<file path="src/rtl/offset_unbias_serializer.sv">
// offset_unbias_serializer
//
// Purpose:
//   This block is the inverse of the shared-offset biasing stage. It accepts one
//   bundle per transfer. A bundle holds three biased sums and the common signed
//   offset. The block removes the offset from each sum, range-checks the result,
//   and emits channels 0, 1 and 2 serially over a valid/ready interface.
//
//   For each channel:
//     diff    = {0,sum[ch]} - sext(ofs)        (SUM_W+1 bits, signed)
//     out_val = diff[VAL_W-1:0]                (the wrap is intentional)
//     out_err = diff < 0 || diff > 2^VAL_W-1
//
// Ports:
//   clk        in   1      clock; all state changes on the rising edge
//   rst_n      in   1      asynchronous active-low reset
//   in_valid   in   1      bundle present on in_* this cycle
//   in_ready   out  1      block can accept a bundle (high in IDLE)
//   in_ofs     in   OFS_W  signed offset applied by the upstream biasing
//   in_sum_a   in   SUM_W  biased sum, channel 0
//   in_sum_b   in   SUM_W  biased sum, channel 1
//   in_sum_c   in   SUM_W  biased sum, channel 2
//   out_valid  out  1      out_ch/out_val/out_err/out_last are valid
//   out_ready  in   1      consumer takes the current channel
//   out_ch     out  2      channel index 0..2
//   out_val    out  VAL_W  recovered value (low VAL_W bits of diff)
//   out_err    out  1      recovered value is out of range
//   out_last   out  1      high with out_valid on channel 2
//   err_cnt    out  8      saturating count of accepted error beats
//                          (present only when OFFSET_UNBIAS_ERRCNT_EN is defined)
//
// Configuration macro:
//   OFFSET_UNBIAS_ERRCNT_EN  adds the err_cnt port and its counter.

module offset_unbias_serializer #(
  parameter int VAL_W = 3,
  parameter int OFS_W = 2,
  parameter int SUM_W = VAL_W + 2
) (
  input  logic             clk,
  input  logic             rst_n,
  input  logic             in_valid,
  output logic             in_ready,
  input  logic [OFS_W-1:0] in_ofs,
  input  logic [SUM_W-1:0] in_sum_a,
  input  logic [SUM_W-1:0] in_sum_b,
  input  logic [SUM_W-1:0] in_sum_c,
  output logic             out_valid,
  input  logic             out_ready,
  output logic [1:0]       out_ch,
  output logic [VAL_W-1:0] out_val,
  output logic             out_err,
  output logic             out_last
`ifdef OFFSET_UNBIAS_ERRCNT_EN
  ,
  output logic [7:0]       err_cnt
`endif
);

  localparam int DIFF_W = SUM_W + 1;

  typedef enum logic {
    S_IDLE = 1'b0,
    S_EMIT = 1'b1
  } state_t;

  // Subtracts the sign-extended offset from the zero-extended sum.
  function automatic logic signed [DIFF_W-1:0] unbias(
    input logic        [SUM_W-1:0] sum,
    input logic signed [OFS_W-1:0] ofs
  );
    logic signed [DIFF_W-1:0] sum_ext;
    logic signed [DIFF_W-1:0] ofs_ext;
    sum_ext = $signed({1'b0, sum});
    ofs_ext = {{(DIFF_W-OFS_W){ofs[OFS_W-1]}}, ofs};
    return sum_ext - ofs_ext;
  endfunction

  // A value is out of range when it is negative, or when any bit above the
  // low VAL_W bits is set (which means it exceeds 2^VAL_W-1).
  function automatic logic out_of_range(input logic signed [DIFF_W-1:0] d);
    return d[DIFF_W-1] || (d[DIFF_W-2:VAL_W] != '0);
  endfunction

  state_t                   state_q;
  state_t                   state_d;
  logic [1:0]               ch_q;
  logic [1:0]               ch_d;

  logic signed [OFS_W-1:0]  ofs_p0;
  logic        [SUM_W-1:0]  sum_a_p0;
  logic        [SUM_W-1:0]  sum_b_p0;
  logic        [SUM_W-1:0]  sum_c_p0;

  logic                     in_accept;
  logic                     out_accept;
  logic        [SUM_W-1:0]  sum_sel;
  logic signed [DIFF_W-1:0] diff;
  logic                     emit;

  assign emit       = (state_q == S_EMIT);
  assign in_ready   = (state_q == S_IDLE);
  assign in_accept  = in_valid && in_ready;
  assign out_accept = out_valid && out_ready;

  // ---- Stage p0: bundle capture on input accept ----
  always_ff @(posedge clk or negedge rst_n) begin
    if (!rst_n) begin
      ofs_p0   <= '0;
      sum_a_p0 <= '0;
      sum_b_p0 <= '0;
      sum_c_p0 <= '0;
    end else if (in_accept) begin
      ofs_p0   <= $signed(in_ofs);
      sum_a_p0 <= in_sum_a;
      sum_b_p0 <= in_sum_b;
      sum_c_p0 <= in_sum_c;
    end
  end

  // Serializer control: state and channel index registers.
  always_ff @(posedge clk or negedge rst_n) begin
    if (!rst_n) begin
      state_q <= S_IDLE;
      ch_q    <= 2'd0;
    end else begin
      state_q <= state_d;
      ch_q    <= ch_d;
    end
  end

  always_comb begin
    state_d = state_q;
    ch_d    = ch_q;
    case (state_q)
      S_IDLE: begin
        ch_d = 2'd0;
        if (in_valid) begin
          state_d = S_EMIT;
        end
      end
      S_EMIT: begin
        if (out_ready) begin
          if (ch_q == 2'd2) begin
            state_d = S_IDLE;
            ch_d    = 2'd0;
          end else begin
            ch_d = ch_q + 2'd1;
          end
        end
      end
      default: begin
        state_d = S_IDLE;
        ch_d    = 2'd0;
      end
    endcase
  end

  // ---- Stage p0 -> output: combinational unbias of the selected channel ----
  always_comb begin
    sum_sel = sum_a_p0;
    case (ch_q)
      2'd0:    sum_sel = sum_a_p0;
      2'd1:    sum_sel = sum_b_p0;
      2'd2:    sum_sel = sum_c_p0;
      default: sum_sel = sum_a_p0;
    endcase
  end

  assign diff = unbias(sum_sel, ofs_p0);

  // Outputs are forced to zero outside EMIT, so stale capture data never
  // shows while idle. During backpressure nothing they depend on can change.
  assign out_valid = emit;
  assign out_ch    = ch_q;
  assign out_val   = emit ? diff[VAL_W-1:0] : '0;
  assign out_err   = emit && out_of_range(diff);
  assign out_last  = emit && (ch_q == 2'd2);

`ifdef OFFSET_UNBIAS_ERRCNT_EN
  logic [7:0] err_cnt_q;

  always_ff @(posedge clk or negedge rst_n) begin
    if (!rst_n) begin
      err_cnt_q <= 8'd0;
    end else if (out_accept && out_err && (err_cnt_q != 8'hFF)) begin
      err_cnt_q <= err_cnt_q + 8'd1;
    end
  end

  assign err_cnt = err_cnt_q;
`else
  // Kept so the accept term has a consumer when the counter is built out.
  logic unused_out_accept;
  assign unused_out_accept = out_accept;
`endif

endmodule
</file>
<file path="config.mk">
export PLATFORM = sky130hd
export DESIGN_NAME = offset_unbias_serializer
export DESIGN_NICKNAME = d
export VERILOG_FILES = /design/src/rtl/offset_unbias_serializer.sv
export SDC_FILE = /design/constraint.sdc
export NUM_CORES = 1
export LEC_CHECK = 0
export ABC_AREA = 0
export CAP_MARGIN = 20
export CORE_ASPECT_RATIO = 1.75
export CORE_MARGIN = 8
export CORE_UTILIZATION = 43
export CTS_CLUSTER_SIZE = 8
export DETAILED_ROUTE_END_ITERATION = 12
export GPL_TIMING_DRIVEN = 0
export PLACE_DENSITY = 0.8
export SLEW_MARGIN = 30
export SYNTH_ARGS = -nofsm -noshare
export SYNTH_HDL_FRONTEND = slang
export SYNTH_SLANG_ARGS = --single-unit
</file>
<file path="constraint.sdc">
create_clock -name clk -period 2.51 [get_ports clk]
set_input_delay 0.3765 -clock clk [delete_from_list [all_inputs] [get_ports clk]]
set_output_delay 0.3765 -clock clk [all_outputs]
set_load 0.01 [all_outputs]
</file>
# Yosys cells after proc, flatten, opt, wreduce, memory -nomap -nowiden

Cells that the tools add are included.

Output and inout bits: 9
Flip-flop bits (word level): 20
Input port bits: 21
Logic and storage cells: 26

Reduce and logical (&&, ||, !) cells: 5
Bitwise logic cells: 1
Equal/unequal tests: 3
$add $sub $neg: 2
Multiplexer cells: 9

Operators with widths:

| kind                                          | number |
|---|---|
| one-hot mux 5 bit (2 select lines)            | 1 |
| subtractor 6 x 2 -> 6 bit                     | 1 |
| 2-to-1 mux 2 bit                              | 2 |
| one-hot mux 2 bit (2 select lines)            | 1 |
| logical AND 1 bit                             | 3 |
| 2-to-1 mux 1 bit                              | 3 |
| 2-to-1 mux 3 bit                              | 1 |
| adder 2 x 1 -> 2 bit, second input constant   | 1 |
| == test 2 x 1 -> 1 bit, second input constant | 1 |
| == test 2 bit, second input constant          | 1 |
| != test 2 bit, second input constant          | 1 |
| one-hot mux 1 bit (2 select lines)            | 1 |
| nonzero test 2 bit                            | 1 |
| logical OR 1 bit                              | 1 |
| inverter 1 bit                                | 1 |

# Logic depth before layout (Yosys ltp)

Gate-level depths: netlist (run 1).

Depth after elaboration: 6
Depth in mapped cells: 11
Depth with buffers taken out: 11

# Worst setup path before layout (run 1)

OpenSTA, ideal clock, no wires.

Kind: register to output
Start: register ch_q[0] (netlist: out_ch[0])
End: output port out_err
Data arrival time: 2.225 ns
Required time: 2.134 ns
Path buffers: 1
Cell stages (with the launch flop): 11
Setup slack: -0.091 ns
Path through: dfrtp_1 inv_1 ha_1 clkbuf_1 nor2_1 a21oi_1 ha_1 a21oi_1 xnor2_1 nor3_1 o311ai_1

Word-level cells in the longest chain between the ends: 6
Elaborated cells on any way between the ends: 7
Those cells by class: 1 x add/sub; 2 x eq/ne; 1 x mux; 3 x reduce/logical

RTL lines:

| element                                                 | line | source |
|---|---|---|
| start: declaration                                      | 87   | `logic [1:0] ch_q;` |
| start signal: assignment                                | 128  | `ch_q <= ch_d;` |
| == test 2 bit or == test 2 x 1 -> 1 bit (tied branches) | 162  | `case (ch_q)` |
| one-hot mux 5 bit (2 select lines) (*)                  | 162  |  |
| subtractor 6 x 2 -> 6 bit (*)                           | 76   | `return sum_ext - ofs_ext;` |
| nonzero test 2 bit                                      | 82   | `return d[DIFF_W-1] \|\| (d[DIFF_W-2:VAL_W] != '0);` |
| logical OR 1 bit (*)                                    | 82   |  |
| logical AND 1 bit (*)                                   | 177  | `assign out_err = emit && out_of_range(diff);` |
| end: declaration                                        | 52   | `output logic out_err,` |

Mark *: on every way between the ends. The rest lies on a longest branch, timed or not.

# Worst setup path after layout (run 1)

Start: register ch_q[1] (netlist: out_ch[1])
End: output port out_err

The elaborated chain is that of the path after synthesis.

==> results.sh, run 1 <==
export IMPL_totalWireLength_um=2670
export IMPL_core_area_sq_um=2628
export IMPL_synth_largest_area_cell="dfrtp_1"
export IMPL_via_per_inst=5.354
export IMPL_grt_overflow=0
export IMPL_stdcell_area_sq_um=1647
export IMPL_cp_max_fo=6
export IMPL_worstMarginPinSlew_ns=0.4450
export IMPL_rsz0062_at_grt="yes"
export IMPL_yosysSeqAreaShare_pct=43.62
export IMPL_violations="setup timing"
export IMPL_place_ws_ns=-0.6824
export IMPL_async_flop_share_pct=100.0
export IMPL_clock_path_buffers=2
export IMPL_setup_violations=3
export IMPL_power_density_nw_per_um2=1653
export IMPL_grt_max_degree=21
export IMPL_synth_cell_types=27
export IMPL_grt_usage_pct=11.80
export IMPL_synth_area_sq_um=1147
export IMPL_cts_tree="done"
export IMPL_drc=0
export IMPL_power_w=0.002722
export IMPL_grt_pass1_vias=967
export IMPL_placedCellCount=154
export IMPL_globalplace_congestion=0.7724
export IMPL_critPathKind="register to output pin"
export IMPL_syn_inst=98
export IMPL_die_h_um=84.33
export IMPL_multi_input_area_sq_um=674.4
export IMPL_synth_area_per_cell_sq_um=11.71
export IMPL_outcome="finished with violations"
export IMPL_die_w_um=55.05
export IMPL_syn_nets=128
export IMPL_cap_violations=0
export IMPL_worstPathRequired_ns=2.13
export IMPL_p_leak_nw=0.7118
export IMPL_io_buffers=29
export IMPL_antenna_cells=0
export IMPL_worst_slack_ns=-0.3666
export IMPL_drv_slew=0
export IMPL_pin_count=30
export IMPL_cts_root_buf="clkbuf_8"
export IMPL_final_cells=164
export IMPL_dp_hpwl_um=2027
export IMPL_drive_above_1_share_pct=37.23
export IMPL_cts_hold_buf=0
export IMPL_seq_area_sq_um=501.7
export IMPL_post_route_period_util_pct=114.6
export IMPL_post_dp_cell_area_sq_um=1490
export IMPL_clk_pin_slew_ns=0.07
export IMPL_synth_edf_count=0
export IMPL_synth_seq_cells=20
export IMPL_num_vias=878
export IMPL_dieArea_sq_um=4642
export IMPL_area_growth_syn_to_layout_pct=43.51
export IMPL_drtAntennaViolNets=0
export IMPL_cp_arrival_ns=2.50
export IMPL_worst_setup_path_end_kind="output pin"
export IMPL_numCtsBuffers=3
export IMPL_drt_iter0_markers=10
export IMPL_min_period_ns=2.877
export IMPL_yosys_most_used_dff="dfrtp_1"
export IMPL_first_pass_iters=4
export IMPL_clk_latency_ns=0.25
export IMPL_synth_top_area_share_pct=43.62
export IMPL_layout_nets=168
export IMPL_initial_core_util_pct=43.67
export IMPL_start_kind="register"
export IMPL_synthTopCellsByCount="dfrtp_1, nor2_1, ha_1, mux2_2, mux2_4"
export IMPL_num_fill_cells=208
export IMPL_yosysWarnings=0
export IMPL_wl_per_cell_um=16.28
export IMPL_clock_sinks=20
export IMPL_fin_skew_ns=0.004363
export IMPL_grt_first_pass_wirelength_um=4174
export IMPL_ys_top_cells_by_area="dfrtp_1, mux2_4, ha_1, mux2_2, nor2_1"
export IMPL_std_cell_rows=25
export IMPL_yosysMostFrequentCell="dfrtp_1"
export IMPL_slew_headroom_pct=70.34
export IMPL_irDropWorstVdd_mv=0.8692
export IMPL_hold_viol=0
export IMPL_antenna_found_initial=0
export IMPL_fmax_ghz=0.3476
export IMPL_htree_levels=1
export IMPL_hold_class="input pin to asynchronous set/reset pin"
## through the flow
step	hold WS [ns]	TNS [ns]	utilization [%]
detailed placement	0.4981	-1.437	56.71
CTS	0.5198	-0.8100	61.29
global route	0.08075	-0.7712	62.67
floorplan	0.08091	0	-
finish	0.05781	-0.5042	62.67
global placement	0.4944	-1.245	56.71
## worst max-delay path: stages, from the launching register on
cell and delay (ns):
dfrtp_1 0.41, inv_2 0.11, ha_4 0.23, buf_4 0.16, o21ai_2 0.12, ha_2 0.20
fa_2 0.22, nor2b_4 0.05, o21a_1 0.18, or3_4 0.32, o311ai_2 0.07, buf_2 0.17
## where the power goes
part           switching, W  total [W]  internal, W
Clock             0.0000987   0.000238     0.000139
Sequential         0.000123   0.000607     0.000484
Combinational      0.000862    0.00188      0.00102
## state kept, by name (all words and copies together), names as in the netlist
| signal | count |
|---|---|
| ofs_p0 | 2 |
| out_ch | 2 |
| out_valid | 1 |
| sum_a_p0 | 5 |
| sum_b_p0 | 5 |
| sum_c_p0 | 5 |
## path summary, 6_finish.rpt
path	depth (start not counted)	from	to	slack [ns]
max	11	out_ch[1]	out_err	-0.37
max reg2reg	4	out_valid	ofs_p0[0]	1.16
min in group clk	1	sum_c_p0[1]	sum_c_p0[1]	0.52
max in group asynchronous	1	rst_n	out_ch[0]	2.12
min reg2reg	1	sum_c_p0[1]	sum_c_p0[1]	0.52
min	1	rst_n	sum_c_p0[3]	0.06
## per-layer routing
metal | vias up | track usage (%) | wire, um
li1 | 425 | - | -
met1 | 425 | 12.67 | 999
met2 | 20 | 20.08 | 1509
met3 | 8 | 1.416 | 68
met4 | 0 | 7.033 | 93
met5 | - | 0 | 0
## layout by cell type, fill, tap and decap left out, drive strengths merged, types with 2 or more instances in the layout
| cell | netlist | final |
|---|---|---|
| clkdlybuf4s50 | 0 | 24 |
| mux2i | 2 | 2 |
| dfrtp | 20 | 20 |
| a21oi | 7 | 7 |
| buf | 2 | 12 |
| a22oi | 5 | 5 |
| nand2 | 4 | 4 |
| xnor2 | 2 | 2 |
| clkbuf | 1 | 5 |
| o21ai | 3 | 3 |
| nor2 | 11 | 11 |
| nor3 | 2 | 2 |
| inv | 4 | 4 |
| ha | 8 | 8 |
| nor2b | 2 | 2 |
| mux2 | 16 | 16 |
## repair_timing
item | CTS | global route
hold endpoints to repair | 0 | 0
pin swaps | 4 | 9
resized for setup | 18 | 14
setup buffers | 4 | 3
endpoints found under the setup margin | 4 | 3
## logic make-up after synthesis
family                   Yosys count  synth area share, %
adder cells (fa/ha/maj)            9                10.47
flip-flops                        20                43.62
multiplexers                      18                20.07
buffers and inverters              8                4.688
AO/OA/AOI/OAI                     17                9.051
XOR/XNOR                           2                1.527
AND/OR/NAND/NOR                   24                10.58
## cell type report
class,count,share of cell area [%]
multi-input cells,70,40.96
well taps,27,2.052
repair buffers,36,19.98
inverters,5,1.292
clock buffers,4,3.343
plain buffers,2,1.900
flip-flops and latches,20,30.47
Note: power is estimated with default switching activity, not from simulation.
==> run 2: changes to the inputs <==
Settings changed: CAP_MARGIN 20 to unset.
==> results of run 2 <==
Same layout as run 1: the final DEF is identical, and so are final timing and power.
==> RTL change 1 (flow settings as in run 2) <==
Set the parameter `OFS_W` to 4 (it was 2).
--- a/src/rtl/offset_unbias_serializer.sv
+++ b/src/rtl/offset_unbias_serializer.sv
@@ -35,5 +35,5 @@
 module offset_unbias_serializer #(
   parameter int VAL_W = 3,
-  parameter int OFS_W = 2,
+  parameter int OFS_W = 4,
   parameter int SUM_W = VAL_W + 2
 ) (
Interface: changed (resized in_ofs); port bits go from 30 to 32. The function was not compared with the original's and may differ.
==> RTL change 1 against run 2 <==
The flow still finishes with violations (setup timing); worst setup slack lost 0.068 ns; power grew 6.6%; critical path depth is the same; sequential cell count grew 2; non-clock buffer count grew 2; final area grew 4.1%; cell count grew 6.1%; wire length grew 10%; register-to-register slack lost 0.07 ns; synthesized area grew 2.9%; core utilization grew 1.8 points; largest power group unchanged.
==> RTL change 1: results (changes against run 2) <==
* Status: finished with violations (unchanged)
* Failing checks: setup timing (unchanged)
* Slowest cell delay on critical path at 0.46 ns (was 0.41 ns)
* Vias in the first global route at 1058 (was 967)
* WL/cell at 16.94 µm (was 16.28 µm)
* Port bufs at 31 (was 29)
* Clk root buf: clkbuf_8 (unchanged)
* Post-synthesis sequential area ratio at 46.61% (was 43.62%)
* Clk_skew at 0.003357 ns (was 0.004363 ns)
* Largest net degree at the start of global routing at 23 (was 21)
* Initial detailed-routing violation count at 7 (was 10)
* Mux share of post-synthesis cell area at 16.95% (was 20.07%)
* Maximum vdd drop at 0.9504 mV (was 0.8692 mV)
* CP Max Fanout at 5 (was 6)
* Fraction of layout cells with a size suffix above 1 at 38.10% (was 37.23%)
* Number of diodes at 0 (unchanged)
* Synth Area in Compound Gates at 9.640% (was 9.051%)
* Antenna violations before repair at 0 (unchanged)
* Fin Setup TNS at -0.6130 ns (was -0.5042 ns)
* DP Wirelength at 2095 µm (was 2027 µm)
* Final Worst Setup Slack at -0.4342 ns (was -0.3666 ns)
* Measured slew at the worst slew-check pin at 0.4934 ns (was 0.4450 ns)
* Distinct cell type count after synthesis at 26 (was 27)
* Static leakage at 0.7370 nW (was 0.7118 nW)
* R2r startpoint: out_valid (unchanged)
* Routed via count at 931 (was 878)
* Synth warn at 0 (unchanged)
* Clk Latency, worst-skew pair at 0.26 ns
* CTS Buf Count at 3 (unchanged)
* H-tree Lvls at 1 (unchanged)
* GPL Wtd Cong at 0.7747 (was 0.7724)
* Top cells by area, synth: dfrtp_1 47%, mux2_2 15%, ha_1 8.5%, a22oi_1 3.2%, nor2_1 3.2% (was dfrtp_1 44%, mux2_4 10%, ha_1 8.7%, mux2_2 7.9%, nor2_1 3.6%)
* CP startpoint: out_ch[0] (was out_ch[1])
* Fillcell total at 211 (was 208)
* Switch share at 40.84% (was 39.81%)
* Drt first pass iters at 4 (unchanged)
* # setup viols final at 3 (unchanged)
* Worst Path Arrival at 2.57 ns (was 2.50 ns)
* Synth top cells by count: 22 x dfrtp_1, 16 x mux2_2, 10 x nor2_1 (was 20 x dfrtp_1, 11 x nor2_1, 8 x ha_1, 8 x mux2_2, 8 x mux2_4)
* Hold Crit Class: in2async (unchanged)
* Post-Synth XOR/XNOR Area at 1.483% (was 1.527%)
* Synth Area in Adders at 10.17% (was 10.47%)
* All-Layer GR Usage at 12.28% (was 11.80%)
* Clock transition at path regs at ~0.08 ns
* Largest registers: sum_a_p0: 5 flops, sum_b_p0: 5 flops, sum_c_p0: 5 flops (unchanged)
* Top FF cell, synth: dfrtp_1 (unchanged)
* Ys async rst share at 100.0% (unchanged)
* Clk buf depth at 2 (unchanged)
* Worst path top cell family by delay: simple AND/OR/NAND/NOR gates (was adder cells)
* Final Net Count at 180 (was 168)
* Syn_nets at 138 (was 128)
* Slowest stage cell, crit path: dfrtp_2 (was dfrtp_1)
* Global-route wire length before repair at 4823 µm (was 4174 µm)
==> RTL change 1: path summary, 6_finish.rpt <==
check,endpoint,cells after the start,slack (ns)
worst max-delay path,out_err,11,-0.43
worst min-delay path,sum_a_p0[0],1,0.07
worst max register to register,sum_a_p0[4],3,1.09
worst min register to register,sum_a_p0[3],1,0.52
max in group asynchronous,out_ch[0],1,2.08
min in group clk,sum_a_p0[3],1,0.52
==> RTL change 1: final cells by class <==
cell class	count	area (µm²)	share of cell area [%]
multi-input cells	74	676.9	39.49
repair buffers	37	337.8	19.71
inverters	7	28.78	1.679
well taps	27	33.78	1.971
flip-flops and latches	22	551.8	32.19
clock buffers	4	55.05	3.212
plain buffers	3	30.03	1.752
==> RTL change 1: per-layer routing <==
metal | wire length, µm | GRT usage [%] | vias up
li1 | - | - | 446
met1 | 1137 | 12.57 | 456
met2 | 1626 | 22.44 | 23
met3 | 136 | 4.036 | 6
met4 | 47 | 4.054 | 0
met5 | 0 | 0 | -
==> RTL change 1: logic make-up (layout without fill, tap and decap cells) <==
group | count (synthesis) | after routing
AO/OA/AOI/OAI | 19 | 19
XOR/XNOR | 2 | 2
adder cells (fa/ha/maj) | 9 | 9
buffers and inverters | 10 | 51
flip-flops | 22 | 22
multiplexers | 18 | 18
AND/OR/NAND/NOR | 26 | 26
==> RTL change 1: repair_timing <==
action	4_1_cts	5_1_grt
setup buffers	3	2
pin swaps	3	4
endpoints found under the setup margin	4	3
gates cloned	1	0
gates resized for setup	26	11
==> RTL change 1: power groups by stage <==
stage / Sequential [W] / Clock, W / Combinational [W]
floorplan: 0.000626 / 0 / 0.00114
global placement: 0.000639 / 0 / 0.00165
detailed placement: 0.000653 / 0 / 0.00172
CTS: 0.000662 / 0.000259 / 0.00176
global route: 0.000692 / 0.000267 / 0.00216
finish: 0.000666 / 0.000256 / 0.00198
==> RTL change 1: metrics by stage <==
stage          worst slack (ns)  power (W)  instances  instance area (µm²)
2_1_floorplan           0.01487   0.001768        106                 1200
3_5_place_dp            -0.6568   0.002372        164                 1544
3_3_place_gp            -0.6027   0.002289        164                 1544
5_1_grt                 -0.5038   0.003115        174                 1714
4_1_cts                 -0.4233   0.002682        172                 1672
6_report                -0.4342   0.002902        174                 1714
==> RTL change 2 (config.mk and constraints of run 2) <==
Made on the original files. Register the output `out_err`, with the module's reset; this adds one clock of latency there. The other outputs are not delayed to match.
--- a/src/rtl/offset_unbias_serializer.sv
+++ b/src/rtl/offset_unbias_serializer.sv
@@ -175,5 +175,11 @@
   assign out_ch    = ch_q;
   assign out_val   = emit ? diff[VAL_W-1:0] : '0;
-  assign out_err   = emit && out_of_range(diff);
+  always_ff @(posedge clk or negedge rst_n) begin
+    if (!rst_n) begin
+      out_err <= '0;
+    end else begin
+      out_err <= emit && out_of_range(diff);
+    end
+  end
   assign out_last  = emit && (ch_q == 2'd2);
 
Check against the original RTL: not equivalent (a bounded check fails within 4 cycles, from zero or initial values and one cycle with rst_n low).
==> RTL change 2 against run 2 <==
The run still ends with setup timing left; die area increased by 1.7%; worst setup slack gained 0.33 ns; cell count is 0.61% higher; sequential cell count increased by 1; non-clock buffer count unchanged; power down 4.8%; critical path type unchanged; first-iteration DRC count rose by 80%; count of clock-buffer cells in the layout shrank 1; final area is 0.15% higher; wire length increased by 0.41%; hold slack improved by 0.0028 ns; synthesized area increased by 2.2%.
==> RTL change 2: results (changes against run 2) <==
* Status: finished with violations (unchanged)
* Failing checks: setup timing (unchanged)
* Measured slew at the worst slew-check pin at 0.4670 ns (was 0.4450 ns)
* Psw at 0.001014 W (was 0.001084 W)
* Post-synthesis sequential area ratio at 44.82% (was 43.62%)
* Clk Latency, worst-skew pair at 0.26 ns
* DP Wirelength at 1997 µm (was 2027 µm)
* Top cells by area, synth: dfrtp_1 45%, mux2_4 10%, ha_1 8.5%, mux2_2 7.7%, nor2_1 3.5% (was dfrtp_1 44%, mux2_4 10%, ha_1 8.7%, mux2_2 7.9%, nor2_1 3.6%)
* WL/cell at 16.25 µm (was 16.28 µm)
* Final Net Count at 169 (was 168)
* Drt first pass iters at 3 (was 4)
* Final Worst Setup Slack at -0.03505 ns (was -0.3666 ns)
* Via/cell ratio at 5.315 (was 5.354)
* Detailed Route WL at 2681 µm (was 2670 µm)
* Fraction of layout cells with a size suffix above 1 at 32.61% (was 37.23%)
* Clock transition at path regs at roughly 0.080 ns
* Syn_nets at 129 (was 128)
* Synth top cells by count: 21 x dfrtp_1, 11 x nor2_1, 8 x ha_1, 8 x mux2_2, 8 x mux2_4 (was 20 x dfrtp_1, 11 x nor2_1, 8 x ha_1, 8 x mux2_2, 8 x mux2_4)
* Avg Inst Size Synth at 11.84 µm² (was 11.71 µm²)
* # setup viols final at 2 (was 3)
* Fin Setup TNS at -0.06658 ns (was -0.5042 ns)
* Setup WS pre-CTS at -0.4724 ns (was -0.6824 ns)
* Static leakage at 0.7184 nW (was 0.7118 nW)
* Largest net degree at the start of global routing at 22 (was 21)
* Clock power frac at 8.5% (was 8.7%)
* Worst Path Arrival at 2.17 ns (was 2.50 ns)
* Maximum vdd drop at 0.9902 mV (was 0.8692 mV)
* Vias in the first global route at 979 (was 967)
* Cell Area, Placed at 1503 µm² (was 1490 µm²)
* Global-route wire length before repair at 4519 µm (was 4174 µm)
* Clk_skew at 0.002789 ns (was 0.004363 ns)
* Number of diodes at 0 (unchanged)
* Initial detailed-routing violation count at 18 (was 10)
-- RTL change 2: power by group through the flow --
stage / logic, W / registers [W] / clock network (W)
floorplan: 0.00110 / 0.000603 / 0
global placement: 0.00154 / 0.000620 / 0
detailed placement: 0.00159 / 0.000630 / 0
CTS: 0.00162 / 0.000628 / 0.000226
global route: 0.00195 / 0.000648 / 0.000244
finish: 0.00174 / 0.000635 / 0.000221
-- RTL change 2: final cells by class --
type                            instances  area [µm²]
Buffer                                  2       31.28
Clock buffer                            3       41.29
Clock inverter                          1       5.005
Fill cell                             208        1010
Inverter                                5       18.77
Multi-Input combinational cell         70       649.4
Sequential cell                        21       526.8
Tap cell                               27       33.78
Timing Repair Buffer                   36       342.8
-- RTL change 2: logic make-up (layout without fill, tap and decap cells) --
group / after synthesis / in the layout / synth area share, %
simple gates: 24 / 24 / 10.35
fa+ha+maj: 9 / 9 / 10.25
flops: 21 / 21 / 44.82
xor+xnor: 2 / 2 / 1.494
mux: 18 / 18 / 19.64
buf+inv: 8 / 47 / 4.588
compound gates: 17 / 17 / 8.858
-- RTL change 2: path summary, 6_finish.rpt --
path	start	endpoint	slack [ns]	cells past startpoint
max	out_ch[1]	out_val[2]	-0.04	11
min	rst_n	sum_b_p0[2]	0.06	1
max reg2reg	out_ch[0]	out_err	0.20	12
min reg2reg	sum_b_p0[3]	sum_b_p0[3]	0.51	1
max in group asynchronous	rst_n	out_ch[0]	2.11	1
min in group clk	sum_b_p0[3]	sum_b_p0[3]	0.51	1
-- RTL change 2: per-stage QoR --
| step | power, W | hold slack (ns) |
|---|---|---|
| 6_report | 0.002593 | 0.06060 |
| 2_1_floorplan | 0.001701 | 0.08091 |
| 5_1_grt | 0.002844 | 0.1003 |
| 3_3_place_gp | 0.002155 | 0.4849 |
| 3_5_place_dp | 0.002218 | 0.4997 |
| 4_1_cts | 0.002477 | 0.5230 |
-- RTL change 2: timing repair --
action	4_1_cts	5_1_grt
setup buffers	3	4
endpoints found under the hold margin	0	0
gates cloned	0	0
resized for setup	22	2
setup endpoints to repair	3	2
pin swaps	3	6
-- RTL change 2: metal layers --
layer,GRT usage (%),wire length (µm)
met2,21.00,1531
met1,12.84,1053
met5,0,0
met4,5.405,42
met3,1.345,53
